## src/rtl/wb_manager.sv

```systemverilog
// rtl/wb_manager.sv - single-transfer Wishbone manager bridging a held CPU-side read/write request.
// Optional WB_TIMEOUT_EN aborts a REQ that sees no ack_i within TIMEOUT cycles and flags err_o.
module wb_manager #(
  parameter int unsigned TIMEOUT = 255
) (
  input  logic        clk,
  input  logic        nRST,
  input  logic        read_i,
  input  logic        write_i,
  input  logic [3:0]  sel_i,
  input  logic [31:0] adr_i,
  input  logic [31:0] cpu_dat_i,
  output logic        busy_o,
  output logic [31:0] cpu_dat_o,
  output logic        err_o,
  input  logic [31:0] dat_i,
  input  logic        ack_i,
  output logic [31:0] adr_o,
  output logic [31:0] dat_o,
  output logic [3:0]  sel_o,
  output logic        we_o,
  output logic        cyc_o,
  output logic        stb_o
);

  typedef enum logic [1:0] {IDLE, REQ, RESP, RELEASE} state_t;
  state_t state;

`ifdef WB_TIMEOUT_EN
  // Sized so cnt + 1 can reach TIMEOUT without wrapping.
  localparam int CW = ($clog2(TIMEOUT + 2) > 8) ? $clog2(TIMEOUT + 2) : 8;
  logic [CW-1:0] cnt;
  logic          expired;
  assign expired = ((cnt + CW'(1)) >= CW'(TIMEOUT));
`else
  logic [31:0] unused_timeout;
  assign unused_timeout = TIMEOUT;
  assign err_o = 1'b0;
`endif

  always_comb begin
    busy_o = 1'b0;
    case (state)
      IDLE:    busy_o = read_i | write_i;
      REQ:     busy_o = 1'b1;
      RESP:    busy_o = 1'b1;
      default: busy_o = 1'b0;
    endcase
  end

  always_ff @(posedge clk or negedge nRST) begin
    if (!nRST) begin
      state     <= IDLE;
      cyc_o     <= 1'b0;
      stb_o     <= 1'b0;
      we_o      <= 1'b0;
      sel_o     <= 4'h0;
      adr_o     <= 32'h0;
      dat_o     <= 32'h0;
      cpu_dat_o <= 32'h0;
`ifdef WB_TIMEOUT_EN
      err_o     <= 1'b0;
      cnt       <= '0;
`endif
    end else begin
      case (state)
        IDLE: begin
          if (read_i || write_i) begin
            adr_o <= adr_i;
            sel_o <= sel_i;
            dat_o <= cpu_dat_i;
            we_o  <= write_i;
            cyc_o <= 1'b1;
            stb_o <= 1'b1;
            state <= REQ;
`ifdef WB_TIMEOUT_EN
            cnt   <= '0;
`endif
          end
        end
        REQ: begin
          // An ack in the same cycle as expiry still completes normally.
          if (ack_i) begin
            cyc_o     <= 1'b0;
            stb_o     <= 1'b0;
            we_o      <= 1'b0;
            cpu_dat_o <= we_o ? 32'h0 : dat_i;
            state     <= RESP;
`ifdef WB_TIMEOUT_EN
          end else if (expired) begin
            cyc_o     <= 1'b0;
            stb_o     <= 1'b0;
            we_o      <= 1'b0;
            cpu_dat_o <= 32'h0;
            err_o     <= 1'b1;
            state     <= RESP;
          end else begin
            cnt <= cnt + CW'(1);
`endif
          end
        end
        RESP: begin
`ifdef WB_TIMEOUT_EN
          err_o <= 1'b0;
`endif
          state <= RELEASE;
        end
        default: begin
          if (!read_i && !write_i)
            state <= IDLE;
        end
      endcase
    end
  end

endmodule

```

## config.mk

```make
export PLATFORM = sky130hd
export DESIGN_NAME = wb_manager
export DESIGN_NICKNAME = d
export VERILOG_FILES = /design/src/rtl/wb_manager.sv
export SDC_FILE = /design/constraint.sdc
export NUM_CORES = 1
export LEC_CHECK = 0
export BUFFER_PORTS_ARGS = -buffer_cell sky130_fd_sc_hd__buf_2
export CAP_MARGIN = 10
export CELL_PAD_IN_SITES_DETAIL_PLACEMENT = 1
export CELL_PAD_IN_SITES_GLOBAL_PLACEMENT = 1
export CORE_ASPECT_RATIO = 0.75
export CORE_MARGIN = 5
export CORE_UTILIZATION = 32
export CTS_BUF_LIST = sky130_fd_sc_hd__clkbuf_2
export DETAILED_ROUTE_END_ITERATION = 7
export PLACE_DENSITY = 0.76
export REMOVE_ABC_BUFFERS = 1
export SLEW_MARGIN = 25
export SYNTH_ARGS = -nofsm -noshare
export SYNTH_HDL_FRONTEND = slang
export SYNTH_SLANG_ARGS = --single-unit
```

## constraint.sdc

```tcl
create_clock -name clk -period 1.5 [get_ports clk]
set_input_delay 0.3 -clock clk [delete_from_list [all_inputs] [get_ports clk]]
set_output_delay 0.3 -clock clk [all_outputs]
set_load 0.005 [all_outputs]
```

==> results of run 1 <==
## flip-flops by register name, indices dropped and copies added, names as in the netlist
register / flops
we_o: 1
sel_o: 4
dat_o: 32
state: 2
adr_o: 32
stb_o: 1
cpu_dat_o: 32
## cells by family after synthesis
family	share of synthesized area, %
flip-flops	61.68
AND/OR/NAND/NOR	8.749
multiplexers	19.69
AO/OA/AOI/OAI	5.160
buffers and inverters	2.847
adder cells (fa/ha/maj)	1.779
other	0.08888
## cell usage after synthesis (2+ instances only)
| cell type | number | area [sq um] |
|---|---|---|
| buf_6 | 2 | 22.52 |
| nor2_1 | 3 | 11.26 |
| clkbuf_1 | 9 | 33.78 |
| o21ai_0 | 32 | 160.2 |
| inv_1 | 3 | 11.26 |
| nand2_1 | 34 | 127.6 |
| mux2_2 | 60 | 675.7 |
| mux2i_1 | 2 | 20.02 |
| buf_4 | 7 | 52.55 |
| ha_1 | 6 | 75.07 |
| dfrtp_1 | 104 | 2603 |
| nand2b_1 | 33 | 206.5 |
| mux2_4 | 9 | 135.1 |
## area by class of cell
cell class                      instances  area [sq um]
Antenna cell                            4         10.01
Clock buffer                            9         45.04
Clock inverter                          7         77.57
Fill cell                            1423          5440
Inverter                                3         11.26
Multi-Input combinational cell        189          1620
Sequential cell                       104          2604
Tap cell                              171         214.0
Timing Repair Buffer                  391          2950
## worst paths after layout
check / startpoint / to / slack (ns) / cells past startpoint
worst min-delay path: read_i / stb_o / 0.25 / 5
max in group asynchronous: nRST / adr_o[3] / 0.25 / 4
worst min register to register: cpu_dat_o[18] / cpu_dat_o[18] / 0.52 / 2
worst max register to register: state[0] / adr_o[29] / -0.49 / 11
worst max-delay path: state[0] / adr_o[29] / -0.49 / 11
min in group asynchronous: nRST / dat_o[12] / 0.67 / 3
## per-stage QoR
stage          power, mW  std cells  hold slack (ns)  worst slack (ns)
2_1_floorplan      7.390        296         0.004409           -0.5792
3_3_place_gp       9.739        696           0.1969           -0.1005
3_5_place_dp       10.07        696           0.1946           -0.1802
4_1_cts            12.92        842          0.03780           -0.4993
5_1_grt            14.62        877           0.2030           -0.5427
6_report           13.76        878           0.2536           -0.4921
## where the power goes
part,switching (mW),internal (mW),total (mW)
Sequential,0.729,4.13,4.86
Clock,1.00,0.407,1.41
Combinational,2.96,4.53,7.49
## tightest hold or removal path, cell delays in order
cell       delay, ns
buf_2           0.12
buf_4           0.13
o21a_1          0.11
nor2_1          0.05
o2bb2ai_2       0.12
## per-layer routing
metal  vias up  wire length [um]  GRT usage, %  part of all wire (%)
met5         -                 0             0                     0
met4         0               501         7.531                   3.1
met1      1940              6037         21.00                    37
met2       124              9131         38.47                    56
li1       1825                 -             -                     -
met3        36               730         3.348                   4.5
## repair_timing
action,CTS,global route
hold buffers,102,1
cloned,4,2
endpoints found under the hold margin,205,13
pin swaps,5,4
buffers inserted,24,37
gates resized for setup,46,29
endpoints found under the setup margin,129,194
==> flow_metrics.py, run 1 <==
metrics = {
    "sta": {
        "rsz0062_at_grt": "true",
        "setup_viol": 72,
        "fmax_ghz": 0.5020,
        "finalMaxSlewViolations": 0,
        "hold_viol": 0,
        "fin_crit_sh_pct": 132.8,
        "setup-tns-final_ns": -25.90,
        "finalCriticalPeriod_ns": 1.992,
        "layout_setup_ws_ns": -0.4921,
        "clock_skew_ns": 0.04704,
    },
    "placement": {
        "place_congestion": 0.8303,
        "io_buffers": 208,
        "hpwl_um": 9096,
        "dpl_cell_area_sq_um": 5590,
    },
    "routing": {
        "routed_wl_um": 16400,
        "wl_per_cell_um": 18.68,
        "via_count": 3925,
        "antenna_left": 0,
        "drtIter0Drc": 106,
        "viasPerCell": 4.470,
        "drc": 0,
        "first_pass_iters": 4,
    },
    "critical_path": {
        "start_kind": "flop",
        "path_class": "reg -> reg",
        "crit_chain": "inv_2 > ha_4 > o21ai_4 > buf_6 > buf_6 > buf_6 > buf_12 > buf_12 > buf_8 > buf_16 > mux2_4",
        "endpoint_kind": "flop",
        "crit_family": "buffers and inverters",
        "arrival_ns": 2.49,
        "cp.required_ns": 1.99,
        "cpPeakStageDelay_ns": 0.47,
        "crit_fanout": 6,
        "cp_slowest_cell": "dfrtp_1",
        "path_common_cell": "buf_6",
        "crit_buf_inv": 8,
    },
    "logic_synthesis": {
        "syn_avg_cell_area_sq_um": 13.44,
        "async_flop_share_pct": 100.0,
        "yosysSeqAreaShare_pct": 61.68,
        "syn_area_sq_um": 4219,
        "synth_cell_types": 23,
        "ys_seq_elements": 104,
        "synthCells": 314,
        "synth_edf_count": 0,
        "synth_ff_type": "dfrtp_1",
        "yosys_warnings": 0,
    },
    "worst_hold_path": {
        "hp-class": "in -> reg",
    },
    "die": {
        "dieArea_sq_um": 15600,
        "fp-row-count": 36,
        "dieHeight_um": 109.4,
        "io_pins": 210,
        "die_width_um": 142.6,
        "coreArea_sq_um": 12970,
        "initial_core_util_pct": 32.52,
    },
    "finish": {
        "drive_above_1_share_pct": 55.48,
        "final_cell_mix": "buf_2, dfrtp_1, dlygate4sd3_1, buf_4, mux2_2",
        "fin_util_pct": 58.06,
        "fin_nets": 809,
        "final_area_sq_um": 7532,
        "syn2layout_area_growth_pct": 78.53,
        "final_common_cell": "buf_2",
    },
    "clocking": {
        "cts.sinks": 104,
        "clk_latency_ns": 0.57,
        "htree_levels": 3,
        "clock_tree.root_cell": "clkbuf_2",
        "cts_buffers": 9,
        "clkTransAtPathRegs_ns": 0.33,
        "cts_buffer_depth": 2,
        "cts_tree": "yes",
    },
    "status": {
        "violations": "negative setup slack",
        "status": "complete, but fails checks",
    },
    "grt": {
        "grt_first_pass_wirelength_um": 23600,
        "grt.total_usage_pct": 19.62,
        "antenna_found_initial": 3,
        "grt_pass1_vias": 4355,
        "grt_overflow_total": 0,
        "grt_max_degree": 65,
    },
    "power_and_ir_drop": {
        "leakagePower_nw": 3.806,
        "vdd_drop_max_mv": 0.9188,
        "p_per_area_nw_per_um2": 1827,
    },
    "flow_run": {
        "maxCapViolCount": 0,
    },
}
No activity file was read; power rests on OpenSTA's default activity.
==> run 2: changes to the inputs <==
==> constraint.sdc (replaced) <==
create_clock -name clk -period 1.6 [get_ports clk]
set_input_delay 0.32 -clock clk [delete_from_list [all_inputs] [get_ports clk]]
set_output_delay 0.32 -clock clk [all_outputs]
set_load 0.005 [all_outputs]
==> run 2 against run 1 <==
Against the previous run: the flow still finishes with violations (negative setup slack); highest routed layer unchanged; worst setup slack improved by 0.18 ns; non-clock buffer count fell by 53; critical endpoint is now busy_o; die area did not move; clock skew is 0.031 ns lower; final cell count shrank 6.3%.
==> flow_metrics.py, run 2 (same netlist as run 1, synthesis figures left out) <==
metrics = {
    "power_and_ir_drop": {
        "leakagePower_nw": 3.439,
        "vdd_drop_max_mv": 0.7980,
        "p_total_mw": 11.35,
        "p_per_area_nw_per_um2": 1635,
    },
    "clocking": {
        "clk_latency_ns": 0.53,
        "cts_buffers": 9,
        "cts_tree": "yes",
        "clock_tree.root_cell": "clkbuf_2",
        "cts.sinks": 104,
        "htree_levels": 3,
        "clkTransAtPathRegs_ns": 0.28,
        "cts_buffer_depth": 2,
    },
    "finish": {
        "drive_above_1_share_pct": 51.38,
        "final_cell_mix": "buf_2, dfrtp_1, dlygate4sd3_1, mux2_2",
        "reg_top3": "adr_o (32), cpu_dat_o (32), dat_o (32)",
        "final_common_cell": "buf_2",
        "syn2layout_area_growth_pct": 64.44,
        "fin_nets": 756,
        "fin_util_pct": 53.48,
        "final_cell_count_no_fill": 823,
    },
    "critical_path": {
        "rrSetupSlack_ns": -0.16,
        "cp.required_ns": 1.28,
        "crit_fanout": 4,
        "arrival_ns": 1.59,
        "start_kind": "flop",
        "path_class": "reg -> out",
        "r2r-end": "dat_o[26]",
        "endpoint_kind": "output port",
        "timing.rr.start": "state[0]",
        "reg2reg_depth": 8,
    },
    "grt": {
        "grt_pass1_vias": 4279,
        "grt_overflow_total": 0,
        "grt_first_pass_wirelength_um": 22080,
        "antenna_found_initial": 2,
        "grt.total_usage_pct": 18.20,
        "grt_max_degree": 65,
    },
    "worst_hold_path": {
        "hp-class": "in -> async",
    },
    "routing": {
        "first_pass_iters": 4,
        "antenna_left": 0,
        "drtIter0Drc": 107,
        "routed_wl_um": 14670,
        "drc": 0,
        "wl_per_cell_um": 17.83,
        "via_count": 3674,
        "viasPerCell": 4.464,
    },
    "die": {
        "coreArea_sq_um": 12970,
        "fp-row-count": 36,
        "dieHeight_um": 109.4,
        "io_pins": 210,
        "initial_core_util_pct": 32.52,
        "dieArea_sq_um": 15600,
        "die_width_um": 142.6,
    },
    "placement": {
        "place_congestion": 0.7637,
        "dp.cells": 688,
        "io_buffers": 208,
        "hpwl_um": 9007,
        "pre_cts_ws_ns": -0.08044,
    },
    "status": {
        "status": "complete, but fails checks",
        "violations": "negative setup slack",
    },
    "sta": {
        "setup-tns-final_ns": -4.510,
        "rsz0062_at_grt": "true",
        "hold_viol": 0,
        "finalMaxSlewViolations": 0,
        "fmax_ghz": 0.5227,
        "layout_setup_ws_ns": -0.3130,
        "fin_crit_sh_pct": 119.6,
        "clock_skew_ns": 0.01643,
        "setup_viol": 59,
        "finalCriticalPeriod_ns": 1.913,
    },
    "flow_run": {
        "maxCapViolCount": 0,
    },
}
## run 2: changes by cell type in the layout (fill, tap and decap cells not counted), sizes merged
cell and delta:
buf -52, clkinv +3, inv -3, diode -2
bufinv -1, clkinvlp +1, dlygate4sd3 -1
## run 2: worst max-delay path: stages, from the launching register on
cell     delay [ns]
dfrtp_1        0.47
inv_2          0.13
ha_4           0.16
o21ai_4        0.06
a21oi_2        0.12
buf_2          0.12
## run 2: worst max path at each step
stage	startpoint	endpoint	cells after the start
after floorplan	write_i	adr_o[0]	2
after CTS	state[0]	busy_o	5
after global routing	state[0]	busy_o	5
after detailed placement	state[0]	we_o	5
final	state[0]	busy_o	5
after global placement	state[0]	we_o	5
## run 2: repair_timing
item,CTS,global route
setup endpoints to repair,40,77
buffers inserted,5,6
hold buffers,102,0
hold endpoints to repair,205,0
gates cloned,2,2
resized for setup,8,22
pin swaps,3,3
## run 2: cell type report
| type | count | area (sq um) |
|---|---|---|
| fillers | 1425 | 6035 |
| flip-flops and latches | 104 | 2604 |
| repair buffers | 338 | 2444 |
| multi-input cells | 189 | 1567 |
| well taps | 171 | 214.0 |
| clock inverters | 7 | 48.80 |
| clock buffers | 9 | 45.04 |
| inverters | 3 | 11.26 |
| diodes | 2 | 5.005 |
## run 2: through the flow
stage               cell area, sq um  hold slack (ns)
floorplan                       4110          0.02441
global placement                5530           0.3373
detailed placement              5530           0.3440
CTS                             6777           0.1824
global route                    6938           0.1764
finish                          6938           0.2606
## run 2: per-layer routing
layer,vias up,GRT usage [%],share of wire [%]
met4,0,7.259,2.9
met5,-,0,0
met2,128,34.85,55
met1,1799,19.61,37
li1,1716,-,-
met3,31,3.783,5.4
## run 2: report_power, final
part	total [mW]	switching (mW)	internal, mW
Combinational	5.72	2.42	3.31
Clock	1.07	0.867	0.203
Sequential	4.55	0.678	3.87
Total	11.3	3.96	7.38
==> run 3: changes to the inputs <==
--- a/config.mk
+++ b/config.mk
@@ -14,7 +14,7 @@
 export CORE_UTILIZATION = 32
 export CTS_BUF_LIST = sky130_fd_sc_hd__clkbuf_2
 export DETAILED_ROUTE_END_ITERATION = 7
-export PLACE_DENSITY = 0.76
+export PLACE_DENSITY_LB_ADDON = 0.1
 export REMOVE_ABC_BUFFERS = 1
 export SLEW_MARGIN = 25
 export SYNTH_ARGS = -nofsm -noshare
==> run 3 against run 2 <==
Against the previous run: the run still ends with negative setup slack left; first-iteration DRC count is 2.8% higher; via count decreased by 1.7%; hold slack got worse by 0.11 ns; register-to-register slack improved by 0.02 ns; die area did not move; critical path type unchanged; largest cell class unchanged; largest power group unchanged.
==> flow_metrics.py, run 3 (same netlist as run 1, synthesis figures left out) <==
metrics = {
    "grt": {
        "grt_overflow_total": 0,
        "grt_pass1_vias": 4056,
        "grt_first_pass_wirelength_um": 20850,
        "grt.total_usage_pct": 17.30,
        "antenna_found_initial": 1,
        "grt_max_degree": 47,
    },
    "sta": {
        "finalMaxSlewViolations": 0,
        "worst_hold_slack_ns": 0.1465,
        "fmax_ghz": 0.5129,
        "hold_viol": 0,
        "layout_setup_ws_ns": -0.3499,
        "setup_viol": 4,
        "rsz0062_at_grt": "true",
        "clock_skew_ns": 0.02563,
        "finalCriticalPeriod_ns": 1.950,
        "fin_crit_sh_pct": 121.9,
    },
    "die": {
        "dieHeight_um": 109.4,
        "fp-row-count": 36,
        "initial_core_util_pct": 32.52,
        "die_width_um": 142.6,
        "dieArea_sq_um": 15600,
        "coreArea_sq_um": 12970,
        "io_pins": 210,
    },
    "placement": {
        "dp.cells": 693,
        "io_buffers": 208,
        "hpwl_um": 8998,
        "place_congestion": 0.7456,
        "pre_cts_ws_ns": -0.05258,
    },
    "critical_path": {
        "reg2reg_depth": 7,
        "endpoint_kind": "output port",
        "arrival_ns": 1.63,
        "cpPeakStageDelay_ns": 0.42,
        "path_common_cell": "inv_2",
        "crit_chain": "inv_2 > ha_4 > inv_2 > a21oi_2 > buf_2",
        "crit_fanout": 4,
        "path_class": "reg -> out",
        "cp_slowest_cell": "dfrtp_1",
        "cp.required_ns": 1.28,
        "start_kind": "flop",
    },
    "status": {
        "status": "complete, but fails checks",
        "violations": "negative setup slack",
    },
    "clocking": {
        "htree_levels": 3,
        "clk_latency_ns": 0.59,
        "cts.sinks": 104,
        "clkTransAtPathRegs_ns": 0.26,
        "clock_tree.root_cell": "clkbuf_2",
        "cts_buffers": 9,
        "cts_tree": "yes",
        "cts_buffer_depth": 2,
    },
    "routing": {
        "drtIter0Drc": 110,
        "antenna_left": 0,
        "first_pass_iters": 6,
        "viasPerCell": 4.349,
        "routed_wl_um": 13520,
        "via_count": 3610,
        "wl_per_cell_um": 16.29,
        "drc": 0,
    },
    "flow_run": {
        "maxCapViolCount": 0,
    },
    "power_and_ir_drop": {
        "vdd_drop_max_mv": 0.7694,
        "p_total_mw": 11.42,
        "p_per_area_nw_per_um2": 1642,
        "leakagePower_nw": 3.464,
    },
    "finish": {
        "reg_top3": "adr_o (32), cpu_dat_o (32), dat_o (32)",
        "seq_area_sq_um": 2604,
        "final_cell_count_no_fill": 830,
        "nFillCells": 1441,
        "multi_input_area_sq_um": 1560,
        "drive_above_1_share_pct": 51.90,
        "final_common_cell": "buf_2",
        "final_cell_mix": "buf_2, dfrtp_1, dlygate4sd3_1, mux2_2",
        "fin_nets": 764,
        "syn2layout_area_growth_pct": 64.83,
    },
    "worst_hold_path": {
        "hp-class": "in -> async",
    },
}
## run 3: changes by cell type in the layout (fill, tap and decap cells not counted), moves of 2 or more
cell / before / now
buf_4: 15 / 28
o21ai_0: 28 / 32
o21ai_1: 4 / 0
buf_16: 2 / 0
bufinv_16: 0 / 2
clkbuf_16: 2 / 0
clkinv_4: 3 / 1
## run 3: report_power, final
part | internal (mW) | switching [mW] | total [mW]
logic | 3.24 | 2.34 | 5.58
clock network | 0.502 | 0.864 | 1.37
registers | 3.87 | 0.604 | 4.47
total | 7.61 | 3.81 | 11.4
## run 3: path summary, 6_finish.rpt
kind | from | to | slack [ns]
min in group clk | read_i | stb_o | 0.27
min reg2reg | cpu_dat_o[2] | cpu_dat_o[2] | 0.52
max reg2reg | state[0] | state[1] | -0.14
max in group asynchronous | nRST | adr_o[28] | 0.89
max | state[0] | busy_o | -0.35
min | nRST | cpu_dat_o[9] | 0.15
## run 3: metal layers
metal  global-route usage [%]  wire length, um  vias up
met5                        0                0        -
met4                    4.545              165        0
met3                    5.304              821        9
met2                    33.61             7430      103
met1                    18.13             5104     1774
li1                         -                -     1724
## run 3: metrics by stage
stage	TNS [ns]	instance area [sq um]	util, %
2_1_floorplan	-43.60	4110	-
3_3_place_gp	-0.002748	5593	43.11
3_5_place_dp	-0.2673	5593	43.11
4_1_cts	-0.8205	6828	52.63
5_1_grt	-3.929	6952	53.59
6_report	-0.6349	6954	53.61
## run 3: repair_timing
| item | 4_1_cts | 5_1_grt |
|---|---|---|
| pin swaps | 4 | 2 |
| gates resized for setup | 11 | 5 |
| setup endpoints to repair | 70 | 135 |
| endpoints found under the hold margin | 205 | 0 |
| hold buffers | 102 | 0 |
| buffers inserted | 5 | 13 |
## run 3: area by class of cell
| cell class | instances | area share, % |
|---|---|---|
| multi-input cells | 189 | 22.44 |
| diodes | 2 | 0.07197 |
| inverters | 3 | 0.1619 |
| clock buffers | 9 | 0.6477 |
| flip-flops and latches | 104 | 37.44 |
| clock inverters | 6 | 1.223 |
| repair buffers | 346 | 34.94 |
| well taps | 171 | 3.077 |
## run 3: critical path, delay by kind of cell, from the launching register on
family	cells	cell delay, ns
buffers and inverters	3	0.25
DFF	1	0.42
adders and majority gates	1	0.27
AOI/OAI and AO/OA	1	0.11
